**src/rtl/disp_wta_stream_pkg.sv**
```systemverilog
// Shared definitions for the streaming winner-takes-all disparity selector.
//
// Contents:
//   calc_dbit  - disparity index width for D candidates
//   calc_cbit  - matching-cost width for a census window WC x WC aggregated
//                over a WH x WH window
//   calc_nbit  - beat-counter width for NB beats per pixel
//   cost_disp_t - (cost, disparity) pair at the default configuration
package disp_wta_stream_pkg;

  // Width of a disparity index.
  // A single-candidate case still needs one bit so the port is never zero-width.
  function automatic int calc_dbit(input int d);
    return (d > 1) ? $clog2(d) : 1;
  endfunction

  // Width of an aggregated census cost.
  // A census window of WC x WC yields (WC*WC)/2 compared pairs per pixel.
  // Summing over a WH x WH aggregation window multiplies that by WH*WH.
  function automatic int calc_cbit(input int wc, input int wh);
    return $clog2(((wc ** 2) / 2) * (wh ** 2));
  endfunction

  // Width of the beat counter that walks 0..NB-1.
  function automatic int calc_nbit(input int nb);
    return (nb > 1) ? $clog2(nb) : 1;
  endfunction

  localparam int DEF_DBIT = calc_dbit(64);
  localparam int DEF_CBIT = calc_cbit(3, 7);

  // Winning (cost, disparity) pair at the default configuration
  typedef struct packed {
    logic [DEF_CBIT-1:0] cost;
    logic [DEF_DBIT-1:0] disp;
  } cost_disp_t;

endpackage

```
**src/rtl/disp_wta_stream_lane_min2.sv**
```systemverilog
// disp_lane_min2: combinational N-lane reduction to (minimum, index of
// minimum, second minimum).
//
// Ports:
//   costs - N packed costs, lane k at bits k*CBIT +: CBIT
//   min_c - smallest cost
//   min_i - lane index of the smallest cost. On a tie this is the lowest lane.
//   sec_c - smallest cost among the lanes not chosen as minimum.
//           It equals min_c when the minimum is duplicated.
//
// Used once with N = P for the lanes of a beat. Used once with N = 2 to
// merge a beat into the running accumulator.
module disp_lane_min2 #(
  parameter int N    = 4,
  parameter int CBIT = 8,
  parameter int IBIT = 2
) (
  input  logic [N*CBIT-1:0] costs,
  output logic [CBIT-1:0]   min_c,
  output logic [IBIT-1:0]   min_i,
  output logic [CBIT-1:0]   sec_c
);

  // Single pass over the lanes.
  // A lane replaces the minimum only when it is strictly smaller, so the
  // lowest index wins ties. When a lane replaces the minimum, the old
  // minimum drops to second place. An equal lane falls through to the
  // second-place test, which is what makes a duplicated minimum report
  // second == best.
  always_comb begin
    min_c = costs[0 +: CBIT];
    min_i = '0;
    sec_c = '1;
    for (int k = 1; k < N; k++) begin
      if (costs[k*CBIT +: CBIT] < min_c) begin
        sec_c = min_c;
        min_c = costs[k*CBIT +: CBIT];
        min_i = IBIT'(k);
      end else if (costs[k*CBIT +: CBIT] < sec_c) begin
        sec_c = costs[k*CBIT +: CBIT];
      end
    end
  end

endmodule

```
**src/rtl/disp_wta_stream.sv**
```systemverilog
// disp_wta_stream: streaming winner-takes-all disparity selector.
//
// Each pixel arrives as NB = D/P beats of P costs. The block outputs the
// following for each pixel:
//   o_disp   - the best disparity
//   o_cost   - its cost
//   o_second - the second-smallest cost
//   o_unique - the uniqueness flag
//
// Ports:
//   i_clk, i_rst     - clock, asynchronous active-high reset
//   i_valid/o_ready  - input beat handshake; i_cost carries P lanes per beat
//   o_valid/i_ready  - result handshake
//   o_disp, o_cost, o_second, o_unique - registered result
module disp_wta_stream
  import disp_wta_stream_pkg::*;
#(
  parameter  int WC   = 3,
  parameter  int WH   = 7,
  parameter  int D    = 64,
  parameter  int P    = 4,
  parameter  int UTH  = 2,
  localparam int DBIT = calc_dbit(D),
  localparam int CBIT = calc_cbit(WC, WH)
) (
  input  logic              i_clk,
  input  logic              i_rst,
  input  logic              i_valid,
  output logic              o_ready,
  input  logic [P*CBIT-1:0] i_cost,
  output logic              o_valid,
  input  logic              i_ready,
  output logic [DBIT-1:0]   o_disp,
  output logic [CBIT-1:0]   o_cost,
  output logic [CBIT-1:0]   o_second,
  output logic              o_unique
);

  localparam int NB   = D / P;
  localparam int NBIT = calc_nbit(NB);
  localparam int LBIT = calc_nbit(P);

  logic [NBIT-1:0] beat_cnt;
  logic            accept;
  logic            first_beat;
  logic            last_beat;

  // Lane reduction of the current beat
  logic [CBIT-1:0] lane_c;
  logic [LBIT-1:0] lane_i;
  logic [CBIT-1:0] lane_s;
  logic [DBIT-1:0] lane_d;

  // Running accumulator for the pixel in progress
  logic [CBIT-1:0] acc_c;
  logic [DBIT-1:0] acc_d;
  logic [CBIT-1:0] acc_s;

  // Accumulator merged with the current beat
  logic [CBIT-1:0] mrg_c;
  logic [0:0]      mrg_i;
  logic [CBIT-1:0] mrg_loser;
  logic [CBIT-1:0] mrg_s;

  // Value the accumulator/result takes on this beat
  logic [CBIT-1:0] cur_c;
  logic [DBIT-1:0] cur_d;
  logic [CBIT-1:0] cur_s;

  // A full output register blocks new beats unless it drains this cycle.
  // A partly accumulated pixel just pauses in that case.
  assign o_ready    = !o_valid || i_ready;
  assign accept     = i_valid && o_ready;
  assign first_beat = (beat_cnt == '0);
  assign last_beat  = (beat_cnt == NBIT'(NB - 1));

  disp_lane_min2 #(
    .N    (P),
    .CBIT (CBIT),
    .IBIT (LBIT)
  ) u_lane_min (
    .costs (i_cost),
    .min_c (lane_c),
    .min_i (lane_i),
    .sec_c (lane_s)
  );

  // Lane k of beat b holds disparity b*P + k
  assign lane_d = DBIT'(beat_cnt) * DBIT'(P) + DBIT'(lane_i);

  // Merge the accumulator (lane 0) with the beat winner (lane 1).
  // Earlier beats carry lower disparities, so putting the accumulator in
  // lane 0 makes ties keep the lower disparity.
  disp_lane_min2 #(
    .N    (2),
    .CBIT (CBIT),
    .IBIT (1)
  ) u_merge_min (
    .costs ({lane_c, acc_c}),
    .min_c (mrg_c),
    .min_i (mrg_i),
    .sec_c (mrg_loser)
  );

  // The pixel's second-best is the smallest of three candidates:
  //   - the merge loser
  //   - the accumulator's second-best
  //   - the beat's second-best
  // Beat 0 bypasses the merge so that stale accumulator contents from the
  // previous pixel never leak in.
  always_comb begin
    mrg_s = mrg_loser;
    if (acc_s < mrg_s) mrg_s = acc_s;
    if (lane_s < mrg_s) mrg_s = lane_s;
    if (first_beat) begin
      cur_c = lane_c;
      cur_d = lane_d;
      cur_s = lane_s;
    end else begin
      cur_c = mrg_c;
      cur_d = mrg_i[0] ? lane_d : acc_d;
      cur_s = mrg_s;
    end
  end

  // Beat counter and accumulator.
  // Both advance only on an accepted beat, so gaps in i_valid simply hold
  // state. The counter wraps after the last beat, and the next beat 0
  // reloads the accumulator.
  always_ff @(posedge i_clk or posedge i_rst) begin
    if (i_rst) begin
      beat_cnt <= '0;
      acc_c    <= '0;
      acc_d    <= '0;
      acc_s    <= '0;
    end else if (accept) begin
      beat_cnt <= last_beat ? '0 : beat_cnt + 1'b1;
      acc_c    <= cur_c;
      acc_d    <= cur_d;
      acc_s    <= cur_s;
    end
  end

  // Single-entry result register.
  // A last beat loads a new result, even while the previous one drains in
  // the same edge, and o_valid stays high. Otherwise a drain clears
  // o_valid. The outputs are untouched while stalled.
  // Since second >= best always holds, the margin subtraction cannot
  // underflow.
  always_ff @(posedge i_clk or posedge i_rst) begin
    if (i_rst) begin
      o_valid  <= 1'b0;
      o_disp   <= '0;
      o_cost   <= '0;
      o_second <= '0;
      o_unique <= 1'b0;
    end else if (accept && last_beat) begin
      o_valid  <= 1'b1;
      o_disp   <= cur_d;
      o_cost   <= cur_c;
      o_second <= cur_s;
      o_unique <= ((cur_s - cur_c) >= CBIT'(UTH));
    end else if (i_ready) begin
      o_valid  <= 1'b0;
    end
  end

endmodule

```
**config.mk**
```make
export PLATFORM = sky130hd
export DESIGN_NAME = disp_wta_stream
export DESIGN_NICKNAME = d
export VERILOG_FILES = /design/src/rtl/disp_wta_stream_pkg.sv /design/src/rtl/disp_wta_stream_lane_min2.sv /design/src/rtl/disp_wta_stream.sv
export SDC_FILE = /design/constraint.sdc
export NUM_CORES = 1
export LEC_CHECK = 0
export CELL_PAD_IN_SITES_DETAIL_PLACEMENT = 2
export CELL_PAD_IN_SITES_GLOBAL_PLACEMENT = 2
export CORE_ASPECT_RATIO = 0.75
export CORE_MARGIN = 2
export CORE_UTILIZATION = 31
export CTS_BUF_LIST = sky130_fd_sc_hd__clkbuf_4 sky130_fd_sc_hd__clkbuf_8
export DETAILED_ROUTE_END_ITERATION = 8
export PLACE_DENSITY_LB_ADDON = 0.1
export SYNTH_ARGS = -nofsm -noshare
export SYNTH_HDL_FRONTEND = slang
export SYNTH_SLANG_ARGS = --single-unit
```
**constraint.sdc**
```tcl
create_clock -name i_clk -period 7.5 [get_ports i_clk]
set_clock_uncertainty 0.1 [all_clocks]
set_input_delay 1.125 -clock i_clk [delete_from_list [all_inputs] [get_ports i_clk]]
set_output_delay 1.125 -clock i_clk [all_outputs]
set_load 0.01 [all_outputs]
```
==> results of run 1 <==
per-stage QoR:
step                cell area (um^2)  setup WS, ns
floorplan                       5680         -4.53
detailed placement              7800         -6.18
CTS                             8710         -4.59
global placement                7800         -5.02
logic make-up after synthesis:
| kind of cell | synth area share (%) |
|---|---|
| buffers and inverters | 4.88 |
| and+or+nand+nor | 19.6 |
| xor gates and xnor gates | 1.19 |
| DFF | 24.3 |
| AOI/OAI and AO/OA | 26.3 |
| adders and majority gates | 15.2 |
| muxes | 8.57 |
what timing repair did:
action / CTS
endpoints found under the setup margin: 45
gates cloned: 3
resized for setup: 121
hold buffers: 0
pin swaps: 54
buffers inserted: 45
==> summary.txt, run 1 <==
Synth
  • Seq/Total Area, Yosys: approximately 24%
  • Post-synth top area share: between 20 and 25%
  • Main flop type after synthesis: dfrtp_1
  • Dominant cell type by area after synthesis: dfrtp_1
  • Number of flops mapped to enable cells by yosys: 0
  • Synthesized cell area: approximately 5000 um^2
  • Most common library cells after synthesis: nand2_1, o21ai_0, ha_1, a21oi_1, nor2_1
  • Ys Warns: 0
  • Register bit count reported by yosys: 50
  • Synth cell types: 79
  • Largest cells by area after synthesis: dfrtp_1, ha_1, nand2_1, o21ai_0, a21oi_1
  • Async SR Flop Fraction: 100%
  • Syn avg cell area: around 8 um^2
  • Mapped Cells: between 600 and 700
  • Syn Nets: roughly 740
  • Most frequent cell after synthesis: nand2_1

Floorplan
  • Die Height: between 100 and 150 um
  • Die width: 153 um
  • Cell Rows: 40
  • Initial Util: 32.0%
  • Ports: between 60 and 70

Outcome
  • Status: did not finish
  • First Err: [ERROR DPL-0033] detailed placement checks failed during check placement.
  • Failing step: 5_1_grt

Placement
  • Final GP Congestion: between 0.8 and 0.9
  • Post-DP HPWL: a little over 20000 um
  • Placed instance count: 1088
  • Buffers on Ports: 60

Clocking
  • Clk buf depth: 2
  • Clock Sinks: 50
  • TritonCTS Buffers: 5
  • Clock Root Buffer: clkbuf_8
  • H-tree lvl count: 2

STA
  • Worst EP kind: register data pin
  • Post-GRT worst EP: o_unique$_DFFE_PP0P_/D

Global route
  • Largest net degree at the start of global routing: 51
  • Initial antenna violation count: 1
==> run 2: changes to the inputs <==
CELL_PAD_IN_SITES_DETAIL_PLACEMENT = unset   (was 2)
CELL_PAD_IN_SITES_GLOBAL_PLACEMENT = unset   (was 2)
CORE_ASPECT_RATIO = unset   (was 0.75)
CORE_UTILIZATION = 20   (was 31)
CTS_BUF_LIST = unset   (was sky130_fd_sc_hd__clkbuf_4 sky130_fd_sc_hd__clkbuf_8)
PLACE_DENSITY_LB_ADDON = 0.15   (was 0.1)
clock period = 9.8 ns   (was 7.5 ns; I/O delays follow)
==> summary.txt, run 2 <==
Setup path
  • Flop-to-flop setup slack: ~2.9 ns
  • CP max stage cell: nor4_4
  • R2R cell count: 38
  • Worst setup EP type: register
  • Critical-path maximum fanout: 8
  • Reg2reg start: acc_c[4]$_DFFE_PP0P_
  • CP arrival: about 12 ns
  • CP Data Required Time: 9.92 ns
  • CP startpoint kind: input port
  • CP max stage delay: ~0.42 ns
  • Worst Path Class, Setup: input port to register
  • Reg-to-Reg End: o_unique$_DFFE_PP0P_

STA
  • Final Cycle Share: 121%
  • Min cycle time layout: about 12 ns
  • Slew headroom: between 30% and 40%
  • Setup Viol. Count Final: 17
  • Slew Viols, Final: 0
  • Min Hold Slack: 0.383 ns
  • RSZ-0062 raised after global routing: true
  • Peak Freq: ~85 MHz
  • Setup ws final: -2.01 ns
  • Measured slew at the worst slew-check pin: a little under 1 ns
  • Endpoints failing hold: 0

Layout
  • Commonest non-fill, non-tap cell in the layout: buf_4
  • FILL cells: approximately 2.7k
  • Most frequent cells in the layout: buf_4, nand2_1, o21ai_0, dfrtp_1, nor2_1
  • Non-Filler Instances: 1263
  • FF/Latch Area: between 1000 and 1500 um^2
  • # diodes: 0
  • Area of the multi-input gates: around 4300 um^2
  • Area Overhead vs Synth: 71.2%
  • Proportion of layout cells with a drive suffix above 1: between 40% and 50%
  • Nets: 1029

Placement
  • Post-DP HPWL: 14700 um (-28%)
  • Placed instance count: 1217 (+12%)
  • Final GP Congestion: 0.833 (-3.6%)
  • Buffers on Ports: 60 (unchanged)

Synth
  • Register bit count reported by yosys: 50 (unchanged)
  • Dominant cell type by area after synthesis: dfrtp_1
  • Syn Nets: 739 (unchanged)
  • Synth cell types: 79 (unchanged)
  • Synthesized cell area: 5150 um^2 (unchanged)
  • Most common library cells after synthesis: nand2_1, o21ai_0, ha_1, a21oi_1, nor2_1
  • Mapped Cells: 643 (unchanged)
  • Post-synth top area share: 24.3% (unchanged)
  • Ys Warns: 0 (unchanged)
  • Seq/Total Area, Yosys: 24.3% (unchanged)
  • Syn avg cell area: 8.01 um^2 (unchanged)
  • Number of flops mapped to enable cells by yosys: 0 (unchanged)
  • Largest cells by area after synthesis: dfrtp_1, ha_1, nand2_1, o21ai_0, a21oi_1
  • Async SR Flop Fraction: 100% (unchanged)
  • Most frequent cell after synthesis: nand2_1
  • Main flop type after synthesis: dfrtp_1

Detailed routing
  • Via Count: 5579
  • Final ANT Viol Nets: 0
  • Drt wl/cell: 14.7 um
  • Vias/cell: ~4.4
  • DRT Pass-1 Iters: 4
  • Post-Route WL: 18500 um
  • DR iter-0 viols: 218
  • DRC viols: 0

Outcome
  • Violations in the final reports: setup timing
  • Status: complete, but fails checks

Clocking
  • # hold bufs at CTS: 0 (unchanged)
  • Worst-skew pair later-pin latency: approximately 0.30 ns
  • CTS tree: built
  • Clock Root Buffer: clkbuf_16
  • Clk buf depth: 2 (unchanged)
  • Clock Sinks: 50 (unchanged)
  • TritonCTS Buffers: 5 (unchanged)
  • H-tree lvl count: 2 (unchanged)
  • Clock-pin slew on the worst setup and hold paths: 0.07 ns

Floorplan
  • Cell Rows: 58 (+45%)
  • Core footprint: around 25000 um^2
  • Die Height: 164 um (+42%)
  • Die width: 164 um (+7.6%)
  • Ports: 61 (unchanged)
  • Initial Util: 20.4% (-12 points)
  • Area of the die: 27100 um^2

Min path
  • Min-delay src: o_disp[3]$_DFFE_PP0P_
  • Worst Hold Endpoint: o_disp[3]$_DFFE_PP0P_
  • HP Class: register to register
  • Worst hold path stage count: 2

Global route
  • Vias in the first global route: a little under 6k
  • Met1 usage: 18.6%
  • Gr usage total: roughly 14%
  • Initial antenna violation count: 0
  • GRT overflow: 0
  • Met3 Resource Use GR: between 1 and 1.5%
  • GRT met2 Usage: 24.2%
  • Largest net degree at the start of global routing: 51
  • First-pass GRT wire length: around 30000 um
  • GR peak layer: met2

Flow run
  • Max-cap violation count: 0
[run 2: cell counts after synthesis]
Identical to the previous run, type by type.
[run 2: cells by family (layout without fill, tap and decap cells)]
group / Yosys count / count (layout) / share of synthesized area, %
and+or+nand+nor: 216 / 217 / 19.6
AOI/OAI and AO/OA: 204 / 204 / 26.3
adders and majority gates: 63 / 63 / 15.2
buffers and inverters: 63 / 352 / 4.88
DFF: 50 / 50 / 24.3
muxes: 40 / 40 / 8.57
xor gates and xnor gates: 7 / 7 / 1.19
[run 2: critical path: cells and delay by family]
kind	cells	cell delay, ns
fa+ha+maj	8	1.88
compound gates	24	4.12
mux	4	1.11
simple gates	15	2.20
buf+inv	10	1.11
[run 2: repair_timing]
item,CTS,global route
gates resized for setup,77,54
endpoints found under the setup margin,17,17
hold endpoints to repair,0,0
setup buffers,33,9
pin swaps,22,23
gates cloned,1,0
[run 2: cell type report]
| type | count | share of cell area [%] |
|---|---|---|
| Multi-Input combinational cell | 531 | 49.1 |
| Inverter | 38 | 1.82 |
| Timing Repair Buffer | 307 | 28.7 |
| Sequential cell | 50 | 14.2 |
| Tap cell | 330 | 4.68 |
| Clock inverter | 2 | 0.156 |
| Clock buffer | 5 | 1.42 |
[run 2: metrics by stage]
stage / TNS, ns / util, % / setup WS [ns] / cell area [um^2]
floorplan: -24.25 / - / -2.57 / 5550
global placement: -31.75 / 31.4 / -2.91 / 7930
detailed placement: -34.62 / 31.4 / -3.09 / 7930
CTS: -15.52 / 33.7 / -1.94 / 8500
global route: -24.38 / 34.9 / -2.55 / 8820
finish: -16.82 / 34.9 / -2.01 / 8820
[run 2: worst max path at each step]
stage	from	endpoint	depth (start not counted)
finish	i_cost[2]	o_unique$_DFFE_PP0P_	61
global route	i_cost[2]	o_unique$_DFFE_PP0P_	63
CTS	i_cost[2]	o_unique$_DFFE_PP0P_	60
detailed placement	i_cost[2]	o_unique$_DFFE_PP0P_	62
global placement	i_cost[2]	o_unique$_DFFE_PP0P_	60
floorplan	i_cost[2]	o_unique$_DFFE_PP0P_	61
[run 2: layer usage]
metal / up-vias / part of all wire [%]
li1: 2902 / -
met1: 2594 / 48
met2: 66 / 48
met3: 17 / 2.1
met4: 0 / 2.1
met5: - / 0
Power of run 2 is not shown: default switching activity piles up to over one toggle a cycle in this logic, so the estimate is an artifact.
